--- src/rtl/xfer_ctrl_mc.sv ---
// Round-robin multi-channel transfer controller: grants one requester at a time onto a shared
// engine, drives the START/ENDD/STOP/ER/ENABLE handshake, a status strobe and delayed per-grant ACKs.
module xfer_ctrl_mc #(
    parameter int NCH     = 4,
    parameter int LEN_W   = 8,
    parameter int ACK_LAT = 5,
    parameter int ER_CYC  = 3,
    parameter int RT_HOLD = 2
) (
    input  logic                   clk,
    input  logic                   rst,
    input  logic [NCH-1:0]         REQ,
    input  logic [NCH*LEN_W-1:0]   LEN,
    input  logic [NCH-1:0]         STOP_REQ,
    input  logic                   ERR_IN,
    input  logic                   RT,
    input  logic                   INTERRUPT,
    output logic                   RDY,
    output logic                   START,
    output logic                   ENDD,
    output logic                   STOP,
    output logic                   ER,
    output logic                   STATUS_VALID,
    output logic [1:0]             STATUS,
    output logic                   ENABLE,
    output logic [NCH-1:0]         ACK,
    output logic [$clog2(NCH)-1:0] GNT_ID
);
    localparam int ID_W = $clog2(NCH);
    localparam logic [2:0] ER_LOAD = 3'(ER_CYC - 1);
    localparam logic [2:0] RT_LOAD = 3'(RT_HOLD - 1);
    localparam logic [ID_W-1:0] PTR_RST = ID_W'(NCH - 1);

    typedef enum logic [2:0] {ST_IDLE, ST_START, ST_RUN, ST_ERR, ST_RTH, ST_COOL} state_t;

    state_t           state, state_d;
    logic [LEN_W-1:0] len_q, len_d, cnt, cnt_d, sel_len;
    logic [2:0]       er_cnt, er_cnt_d, rt_cnt, rt_cnt_d;
    logic [ID_W-1:0]  ptr, ptr_d, gnt_d, pick, idx;
    logic             found, grant;
    logic             rdy_d, start_d, endd_d, stop_d, er_d, sv_d, enable_d;
    logic [1:0]       status_d;
    logic [NCH-1:0]   ack_in;
    logic [NCH-1:0]   ack_line [ACK_LAT];

    // Search begins one past the last granted channel so every requester gets a turn.
    always_comb begin
        found   = 1'b0;
        pick    = '0;
        idx     = '0;
        sel_len = '0;
        for (int i = 1; i <= NCH; i++) begin
            idx = ID_W'((int'(ptr) + i) % NCH);
            if (!found && REQ[idx]) begin
                found = 1'b1;
                pick  = idx;
            end
        end
        for (int c = 0; c < NCH; c++)
            if (pick == ID_W'(c)) sel_len = LEN[c*LEN_W +: LEN_W];
    end

    always_comb begin
        state_d  = state;
        len_d    = len_q;
        cnt_d    = cnt;
        er_cnt_d = er_cnt;
        rt_cnt_d = rt_cnt;
        ptr_d    = ptr;
        gnt_d    = GNT_ID;
        grant    = 1'b0;
        stop_d   = 1'b0;
        sv_d     = 1'b0;
        status_d = STATUS;
        if (RT) begin
            state_d  = ST_RTH;
            rt_cnt_d = RT_LOAD;
            if (state != ST_RTH) begin
                sv_d     = 1'b1;
                status_d = 2'b11;
            end
        end else begin
            case (state)
                ST_IDLE: if (RDY && found) begin
                    grant   = 1'b1;
                    gnt_d   = pick;
                    ptr_d   = pick;
                    len_d   = (sel_len == '0) ? LEN_W'(1) : sel_len;
                    state_d = ST_START;
                end
                ST_START: if (ERR_IN) begin
                    state_d  = ST_ERR;
                    er_cnt_d = ER_LOAD;
                end else if (START) begin
                    state_d = ST_RUN;
                    cnt_d   = len_q;
                end
                // A cycle already showing ENDD or STOP has committed its outcome; only RT overrides it.
                ST_RUN: if (ENDD || STOP) begin
                    state_d  = ST_COOL;
                    sv_d     = 1'b1;
                    status_d = STOP ? 2'b01 : 2'b00;
                end else if (ERR_IN) begin
                    state_d  = ST_ERR;
                    er_cnt_d = ER_LOAD;
                end else if (STOP_REQ[GNT_ID]) begin
                    stop_d = 1'b1;
                end else begin
                    cnt_d = cnt - LEN_W'(1);
                end
                ST_ERR: if (er_cnt == '0) begin
                    state_d  = ST_COOL;
                    sv_d     = 1'b1;
                    status_d = 2'b10;
                end else begin
                    er_cnt_d = er_cnt - 3'd1;
                end
                ST_RTH: if (rt_cnt == '0) state_d = ST_COOL;
                        else rt_cnt_d = rt_cnt - 3'd1;
                default: state_d = ST_IDLE;
            endcase
        end
        rdy_d    = (state_d == ST_IDLE) && !INTERRUPT;
        start_d  = (state_d == ST_START) && !INTERRUPT;
        endd_d   = (state_d == ST_RUN) && (cnt_d == LEN_W'(1)) && !stop_d;
        er_d     = (state_d == ST_ERR);
        enable_d = (state_d != ST_RTH);
        ack_in   = grant ? (NCH'(1) << pick) : '0;
    end

    always_ff @(posedge clk) begin
        if (rst) begin
            state        <= ST_IDLE;
            len_q        <= '0;
            cnt          <= '0;
            er_cnt       <= '0;
            rt_cnt       <= '0;
            ptr          <= PTR_RST;
            GNT_ID       <= '0;
            RDY          <= 1'b0;
            START        <= 1'b0;
            ENDD         <= 1'b0;
            STOP         <= 1'b0;
            ER           <= 1'b0;
            STATUS_VALID <= 1'b0;
            STATUS       <= 2'b00;
            ENABLE       <= 1'b0;
            for (int i = 0; i < ACK_LAT; i++) ack_line[i] <= '0;
        end else begin
            state        <= state_d;
            len_q        <= len_d;
            cnt          <= cnt_d;
            er_cnt       <= er_cnt_d;
            rt_cnt       <= rt_cnt_d;
            ptr          <= ptr_d;
            GNT_ID       <= gnt_d;
            RDY          <= rdy_d;
            START        <= start_d;
            ENDD         <= endd_d;
            STOP         <= stop_d;
            ER           <= er_d;
            STATUS_VALID <= sv_d;
            STATUS       <= status_d;
            ENABLE       <= enable_d;
            ack_line[0]  <= ack_in;
            for (int i = 1; i < ACK_LAT; i++) ack_line[i] <= ack_line[i-1];
        end
    end

    assign ACK = ack_line[ACK_LAT-1];

endmodule

--- config.mk ---
export PLATFORM = sky130hd
export DESIGN_NAME = xfer_ctrl_mc
export DESIGN_NICKNAME = d
export VERILOG_FILES = /design/src/rtl/xfer_ctrl_mc.sv
export SDC_FILE = /design/constraint.sdc
export NUM_CORES = 1
export LEC_CHECK = 0
export CORE_ASPECT_RATIO = 1.2
export CORE_UTILIZATION = 35
export CTS_CLUSTER_SIZE = 8
export DETAILED_ROUTE_END_ITERATION = 8
export PLACE_DENSITY_LB_ADDON = 0.05
export SYNTH_ARGS = -nofsm -noshare
export SYNTH_HDL_FRONTEND = slang
export SYNTH_SLANG_ARGS = --single-unit
--- constraint.sdc ---
create_clock -name clk -period 3 [get_ports clk]
set_input_delay 0.45 -clock clk [delete_from_list [all_inputs] [get_ports clk]]
set_output_delay 0.45 -clock clk [all_outputs]
set_load 0.03 [all_outputs]
==> flow_metrics.py <==
metrics = {
    "clock_tree": {
        "h-tree-depth": 3,
        "clockBufferDepth": 2,
        "cts-buffers-inserted": 9,
        "cts_root_buffer": "clkbuf_8",
        "cts_setup_buffers": 0,
        "clkLatencyLatePin_ns": 0.35,
        "cts.sinks": 58,
        "hold_buffers": 0,
        "tritoncts": "done",
        "cts_resized": 0,
        "clk_pin_slew_worst_paths_ns": 0.07,
    },
    "setup_path": {
        "path_class": "in -> reg",
        "critPathTopFamily": "compound AO/OA/AOI/OAI gates",
        "r2r_slack_ns": 0.59,
        "worstPathArrival_ns": 2.72,
        "reg2reg_to": "ENDD$_SDFF_PP0_",
        "crit_path_end_kind": "flop",
        "worst_setup_path_start_kind": "input pin",
        "critPathBufInv": 1,
        "critPathMaxFanout": 11,
        "rr_worst_depth": 6,
        "timing.rr.start": "state[0]$_SDFF_PP0_",
        "path_cells": "clkdlybuf4s50_1 > a21bo_1 > a21oi_1 > or2_1 > o211ai_1 > a2111o_1 > o32ai_2",
        "critPathMaxStageDelay_ns": 0.54,
        "crit_required_ns": 3.26,
        "cp_slowest_cell": "clkdlybuf4s50_1",
    },
    "sta": {
        "clock.fmax_mhz": 406,
        "worst_pin_slew_ns": 0.714,
        "min_period_over_period_pct": 82.0,
        "timing.slew.headroom_pct": 52.3,
        "setup_viol": 0,
        "fin_skew_ns": 0.0144,
        "hold_viol": 0,
        "timing.hold.ws_ns": 0.436,
        "finalCriticalPeriod_ns": 2.46,
        "setup_tns_ns": 0,
        "rsz0062_at_grt": "false",
        "drv_slew": 0,
    },
    "power": {
        "p_seq_share_pct": 46.9,
        "p_clk_share_pct": 38.5,
        "combPwrFrac_pct": 14.7,
        "power.internal_uw": 1230,
        "swShare_pct": 27.7,
        "ir_drop_mv": 0.153,
        "power.leakage_uw": 0.00146,
        "power_density_nw_per_um2": 425,
        "total_power_uw": 1700,
        "p_switching_uw": 471,
    },
    "logic_synthesis": {
        "synth_warnings": 0,
        "synth_enable_flop_cells": 0,
        "synth.largest_area_cell": "dfxtp_1",
        "syn_nets": 410,
        "synth.area.top_cells": "dfxtp_1, nor2b_1, o21ai_0, nor2_1, o211ai_1",
        "synth_cells": 360,
        "yosysMostFrequentCell": "dfxtp_1",
        "synthTopCellsByCount": "dfxtp_1, nor2_1, inv_1, nor2b_1, o21ai_0",
        "synth_seq_cells": 58,
        "synth_top_area_share_pct": 37.4,
        "yosys_most_used_dff": "dfxtp_1",
        "seq_area_frac_synth_pct": 37.4,
        "async_flop_share_pct": 0,
        "synth.distinct_cells": 67,
        "syn_avg_cell_area_um2": 8.62,
        "syn_area_um2": 3100,
    },
    "floorplan": {
        "core_area_um2": 8610,
        "die_y_um": 105,
        "die_area_um2": 9250,
        "io_pins": 60,
        "initial_core_util_pct": 36.1,
        "die_w_um": 88.0,
        "num_rows": 37,
    },
    "layout": {
        "final_nets": 467,
        "area_growth_pct": 28.7,
        "drive_above_1_share_pct": 9.95,
        "num_antenna_cells": 0,
        "fin_cells": 539,
    },
    "global_route": {
        "antenna_found_initial": 0,
        "grt_pass1_wl_um": 12900,
        "overflow": 0,
        "grtUsageTotal_pct": 18.1,
        "grt_pass1_vias": 2594,
        "grt_max_degree": 31,
    },
    "worst_hold_path": {
        "min_from": "ack_line[0][14]$_SDFF_PP0_",
        "hold_class": "reg -> reg",
        "min_path_cells": 1,
        "whs_endpoint": "ack_line[0][18]$_SDFF_PP0_",
    },
    "place": {
        "hpwl_um": 5860,
        "portBuffers": 59,
        "gp_congestion": 0.850,
        "place_inst": 523,
    },
    "detailed_routing": {
        "drt-total-wl_um": 7770,
        "drtIter0Drc": 185,
        "routed-via-count": 2776,
        "final_antenna_net_count": 0,
        "drcViolationCount": 0,
        "wl_per_cell_um": 14.4,
        "viasPerCell": 5.15,
        "first_pass_iters": 4,
    },
    "status": {
        "status": "complete, no violations",
    },
    "job": {
        "max_cap_violations": 0,
    },
}
-- routing by layer --
| layer | global-route usage (%) | routed length [µm] |
|---|---|---|
| met5 | 0 | 0 |
| met4 | 7.61 | 166 |
| met3 | 4.58 | 338 |
| met2 | 29.3 | 3670 |
| met1 | 22.4 | 3590 |
-- worst max path at each step --
stage	startpoint	endpoint	cells past startpoint
after floorplan	GNT_ID[0]$_SDFFE_PP0P_	ENDD$_SDFF_PP0_	6
after global placement	REQ[3]	len_q[0]$_SDFFE_PP0P_	7
after CTS	REQ[3]	len_q[0]$_SDFFE_PP0P_	7
final	REQ[3]	len_q[0]$_SDFFE_PP0P_	7
after global routing	REQ[3]	len_q[0]$_SDFFE_PP0P_	7
after detailed placement	REQ[3]	len_q[0]$_SDFFE_PP0P_	7
-- layout by cell type (no fill, tap or decap), types with 4 or more instances in the layout --
| cell type | netlist | routed |
|---|---|---|
| ha_1 | 5 | 5 |
| nand3_1 | 4 | 4 |
| o211ai_1 | 13 | 13 |
| nor3b_1 | 6 | 6 |
| a32o_1 | 4 | 4 |
| nor2_1 | 28 | 28 |
| nand2_1 | 13 | 13 |
| nor3_1 | 16 | 16 |
| clkdlybuf4s50_1 | 0 | 59 |
| clkbuf_8 | 0 | 10 |
| buf_4 | 5 | 13 |
| dfxtp_1 | 58 | 58 |
| nand2b_1 | 8 | 8 |
| a21oi_1 | 17 | 17 |
| inv_1 | 24 | 24 |
| o21ai_0 | 24 | 24 |
| nor2b_1 | 24 | 24 |
| o21a_1 | 7 | 7 |
| a22o_1 | 9 | 9 |
| o32a_1 | 4 | 4 |
-- through the flow --
step / instance area [µm²] / util [%] / setup WS, ns
after floorplan: 3100 / - / 0.767
after global placement: 3810 / 44.3 / 0.251
after detailed placement: 3810 / 44.3 / 0.188
after CTS: 3990 / 46.4 / 0.546
after global routing: 3990 / 46.4 / 0.344
final: 3990 / 46.4 / 0.539
-- power by group through the flow --
stage | clock network, µW | registers, µW | logic (µW)
2_1_floorplan | 0 | 814 | 143
3_3_place_gp | 0 | 813 | 250
3_5_place_dp | 0 | 814 | 251
4_1_cts | 673 | 796 | 252
5_1_grt | 711 | 798 | 275
6_report | 654 | 796 | 249
-- cells by family (layout without fill, tap and decap cells) --
group,count (synthesis),in the layout,share of synthesized area [%]
AOI/OAI and AO/OA,107,107,24.9
xor gates and xnor gates,2,2,1.17
adders and majority gates,6,6,2.34
buffers and inverters,51,113,7.54
DFF,58,58,37.4
muxes,5,5,2.06
and+or+nand+nor,131,131,24.6
-- layout make-up --
cell class,instances,area [µm²]
multi-input combinational,251,1710
fill,890,4620
sequential,58,1160
clock buffer,10,138
tap,117,146
clock inverter,6,41.3
timing repair buffer,73,708
inverter,24,90.1
-- flip-flops by register name (all words and copies together) (netlist names) --
signal        count
STATUS_VALID      1
GNT_ID            2
cnt               8
STOP              1
RDY               1
len_q             8
ER                1
ENABLE            1
ENDD              1
ack_line         20
er_cnt            3
rt_cnt            3
state             3
START             1
ptr               2
STATUS            2
(Power assumes the default switching activity.)
==> edit 1 (same flow settings) <==
Re-encode `state_t` (6 states) as one-hot, 6 bits wide.
--- a/src/rtl/xfer_ctrl_mc.sv
+++ b/src/rtl/xfer_ctrl_mc.sv
@@ -31,7 +31,7 @@
     localparam logic [2:0] RT_LOAD = 3'(RT_HOLD - 1);
     localparam logic [ID_W-1:0] PTR_RST = ID_W'(NCH - 1);
 
-    typedef enum logic [2:0] {ST_IDLE, ST_START, ST_RUN, ST_ERR, ST_RTH, ST_COOL} state_t;
+    typedef enum logic [5:0] {ST_IDLE = 6'b000001, ST_START = 6'b000010, ST_RUN = 6'b000100, ST_ERR = 6'b001000, ST_RTH = 6'b010000, ST_COOL = 6'b100000} state_t;
 
     state_t           state, state_d;
     logic [LEN_W-1:0] len_q, len_d, cnt, cnt_d, sel_len;
Formal check against the unedited RTL: no difference found for any inputs over 4 cycles, from zero or initial values and one cycle with rst high; so few cycles prove little.
==> edit 1 against the original RTL <==
Hold slack lost 0.0034 ns. Register-to-register slack got worse by 0.23 ns. Total power increased by 20%. Final area increased by 6.9%. Setup slack worse by 0.18 ns. Area after synthesis rose by 3.9%. Routed wire length is 6.3% higher. Sequential cell count rose by 3. Count of clock-buffer cells in the layout stayed put. Critical endpoint unchanged. Final cell count grew 5.0%. Critical path type unchanged.
==> edit 1: results <==
synthesis:
  synthDistinctLibCells: 54
  synth-seq-area-share_pct: 37.86
  syn-num-nets: 431
  synth_commonest_cells: "dfxtp_1 (61), nor2_1 (41), mux2i_1 (29), nand2_1 (28), nor2b_1 (24)"
  synth.avg_cell_area_um2: 8.466
cells_and_area:
  fin_cells: 566
  drive_gt1_share_pct: 10.76
  nFillCells: 893
place:
  preCtsSetupSlack_ns: -0.002082
  place_inst: 550
  globalplace.congestion: 0.8235
pwr:
  peakVddDrop_uv: 188.8
  p_leak_nw: 1.576
  swShare_pct: 21.79
grt:
  grt_use_met3_pct: 4.003
  grtUsageTotal_pct: 18.94
  use_met2_pct: 32.90
setup_path:
  r2r_setup_slack_ns: 0.36
  reg2regPathDepth: 7
  worst_ep_arrival_time_ns: 2.91
  timing.rr.start: "state[4]"
  cp_max_fo: 16
  startpoint: "REQ[1]"
route:
  drt_iter0_markers: 93
  postRouteWirelength_um: 8259
worst_hold_path:
  holdPathEnd: "ack_line[0][9]"
  hold_start: "ack_line[0][5]"
sta:
  fin_skew_ns: 0.007208
  fin_hold_ws_ns: 0.4327
status:
  outcome: "completed"
edit 1: power by group through the flow:
stage / sequential [W] / clock [W] / combinational, W
detailed placement: 0.000846 / 0 / 0.000229
CTS: 0.000827 / 0.00101 / 0.000230
global placement: 0.000846 / 0 / 0.000227
floorplan: 0.000849 / 0 / 0.000115
global route: 0.000828 / 0.00105 / 0.000247
finish: 0.000828 / 0.000991 / 0.000226
edit 1: cell families after synthesis:
group | after synthesis | synth area share (%)
AO/OA/AOI/OAI | 62 | 12.96
adder cells (fa/ha/maj) | 5 | 1.939
buffers and inverters | 38 | 5.159
XOR/XNOR | 3 | 0.8147
AND/OR/NAND/NOR | 179 | 30.53
flip-flops | 61 | 37.86
multiplexers | 33 | 10.74
edit 1: routing by layer:
metal	up-vias	share of wire, %	wire length [µm]
li1	1473	-	-
met1	1376	43	3525
met2	67	51	4231
met3	17	3.5	292
met4	0	2.5	209
met5	-	0	0
edit 1: how the worst max path moves through the flow:
stage | end | slack [ns] | depth (start not counted)
2_1_floorplan | ENDD | 0.48 | 6
3_3_place_gp | ENDD | 0.04 | 7
3_5_place_dp | len_q[0] | -0.002 | 8
4_1_cts | len_q[0] | 0.34 | 8
5_1_grt | ENDD | 0.22 | 7
6_report | len_q[0] | 0.36 | 8
edit 1: stage by stage:
step           cell area [µm²]   power, W  utilization [%]
3_3_place_gp              3998   0.001073            44.49
2_1_floorplan             3226  0.0009632                -
6_report                  4269   0.002044            47.51
4_1_cts                   4269   0.002068            47.51
3_5_place_dp              3998   0.001075            44.49
5_1_grt                   4269   0.002122            47.51
edit 1: cell type report:
class                      count  area [µm²]  area share [%]
clock buffer                  10       137.6           3.224
timing repair buffer          77       733.2           17.17
sequential                    61        1221           28.60
clock inverter                 6       133.9           3.136
multi-input combinational    282        1856           43.46
tap                          120       150.1           3.517
inverter                      10       37.54          0.8793
edit 1: critical path: stages:
cell,delay [ns]
clkdlybuf4s50_1,0.49
or2_2,0.36
a311oi_4,0.37
buf_12,0.21
mux2i_1,0.19
mux2i_1,0.12
or4_1,0.55
o22ai_1,0.15
==> edit 2 (same settings) <==
Made on the original files. `NCH`: 4 -> 2.
--- a/src/rtl/xfer_ctrl_mc.sv
+++ b/src/rtl/xfer_ctrl_mc.sv
@@ -1,7 +1,7 @@
 // Round-robin multi-channel transfer controller: grants one requester at a time onto a shared
 // engine, drives the START/ENDD/STOP/ER/ENABLE handshake, a status strobe and delayed per-grant ACKs.
 module xfer_ctrl_mc #(
-    parameter int NCH     = 4,
+    parameter int NCH     = 2,
     parameter int LEN_W   = 8,
     parameter int ACK_LAT = 5,
     parameter int ER_CYC  = 3,
Ports: changed (5 resized); port bits go from 60 to 37. No check against the original RTL was run, so the function may have changed too.
==> edit 2 against the original RTL <==
Area after synthesis down 26%. Critical endpoint is now ENDD. Sequential cell count is 12 lower. Routed wire length shrank 25%. Core utilization shrank 0.41 points. Total power decreased by 31%. Setup slack got worse by 0.18 ns. Critical path depth did not move. Final area decreased by 29%. Largest cell class unchanged.
==> edit 2: results <==
status:
  outcome: "completed"
worst_hold_path:
  hold_start: "ack_line[0][4]"
  hold_path_class: "register to register"
place:
  place_inst: 378
  dp_hpwl_um: 4418
  globalplace.congestion: 0.8897
  portBuffers: 36
grt:
  use_met2_pct: 31.19
  grtUsageTotal_pct: 18.72
  grt_pass1_wl_um: 9729
  grt_pass1_vias: 1981
  antenna_found_initial: 0
  grt_use_met3_pct: 3.460
  use_met1_pct: 24.09
  grt_max_degree: 27
sta:
  fin_skew_ns: 0.01448
  finalSetupTns_ns: 0
  worst_pin_slew_ns: 0.6782
synthesis:
  synth-warning-count: 0
  synthDistinctLibCells: 56
  synth_commonest_cells: "dfxtp_1 (46), nor2_1 (30), nand2_1 (20), nor2b_1 (16), inv_1 (11)"
  syn-num-nets: 296
  synth-seq-area-share_pct: 40.20
  async_flop_share_pct: 0
  synth_cells: 266
  yosys-top-cells-area: "dfxtp_1 (40%), nor2_1 (4.9%), mux2i_1 (4.4%)"
setup_path:
  cp_top_family: "simple AND/OR/NAND/NOR gates"
  crit_slowest_cell: "clkdlybuf4s50_1"
  timing.rr.start: "state[2]"
  startpoint: "ERR_IN"
  worst_ep_arrival_time_ns: 2.85
  cpPeakStageDelay_ns: 0.54
  cp_max_fo: 7
cts:
  post-cts-setup-buffers: 0
  clk-insertion-delay-late_ns: 0.31
  h-tree-depth: 2
  cts_buffers: 5
  cts-root-buf: "clkbuf_8"
  clkSlewWorstSetupHoldPaths_ns: 0.10
  cts_buffer_depth: 2
  cts_repair_resize_count: 0
cells_and_area:
  nFillCells: 622
  drive_gt1_share_pct: 7.566
  num-nets-final: 333
  top_regs: "ack_line x10, cnt x8, len_q x8"
  num_antenna_cells: 0
route:
  dr.pass1.iters: 4
  drt_iter0_markers: 163
  postRouteWirelength_um: 5816
  wire_per_inst_um: 15.07
  vias_per_cell: 5.210
pwr:
  p_switching_w: 0.0003151
  peakVddDrop_uv: 243.5
  p_leak_nw: 1.016
## edit 2: final timing paths
kind	endpoint	slack [ns]	depth (start not counted)
setup / recovery	ENDD	0.36	7
hold / removal	ack_line[0][6]	0.44	1
setup reg to reg	ENDD	0.53	6
hold reg to reg	ack_line[0][6]	0.44	1
## edit 2: through the flow
stage / instance area (µm²) / util [%] / worst slack, ns
2_1_floorplan: 2291 / - / 0.6735
3_3_place_gp: 2743 / 44.47 / 0.1278
3_5_place_dp: 2743 / 44.47 / 0.05532
4_1_cts: 2835 / 45.97 / 0.3769
5_1_grt: 2835 / 45.97 / 0.2486
6_report: 2835 / 45.97 / 0.3616
## edit 2: kinds of logic (layout without fill, tap and decap cells)
kind of cell / count (synthesis) / count (layout) / share of synthesized area [%]
adder cells (fa/ha/maj): 5 / 5 / 2.731
flip-flops: 46 / 46 / 40.20
multiplexers: 11 / 11 / 4.861
buffers and inverters: 24 / 62 / 4.588
AND/OR/NAND/NOR: 123 / 123 / 29.87
XOR/XNOR: 2 / 2 / 0.7647
AO/OA/AOI/OAI: 55 / 55 / 16.99
## edit 2: area by class of cell
cell class	instances	area (µm²)	area share [%]
well taps	82	102.6	3.619
inverters	11	41.29	1.456
flip-flops and latches	46	920.9	32.48
multi-input cells	196	1265	44.62
clock inverters	3	23.77	0.8385
clock buffers	5	68.82	2.427
repair buffers	43	412.9	14.56
## edit 2: metal layers
| layer | up-vias | part of all wire [%] |
|---|---|---|
| met5 | - | 0 |
| met4 | 0 | 1.2 |
| met3 | 5 | 2.9 |
| met2 | 36 | 50 |
| met1 | 942 | 46 |
| li1 | 1028 | - |
## edit 2: power groups by stage
| stage | combinational [W] | sequential (W) | clock [W] |
|---|---|---|---|
| after floorplan | 0.0000757 | 0.000650 | 0 |
| after global placement | 0.000147 | 0.000647 | 0 |
| after detailed placement | 0.000148 | 0.000648 | 0 |
| after CTS | 0.000148 | 0.000633 | 0.000414 |
| after global routing | 0.000163 | 0.000636 | 0.000433 |
| final | 0.000147 | 0.000633 | 0.000394 |
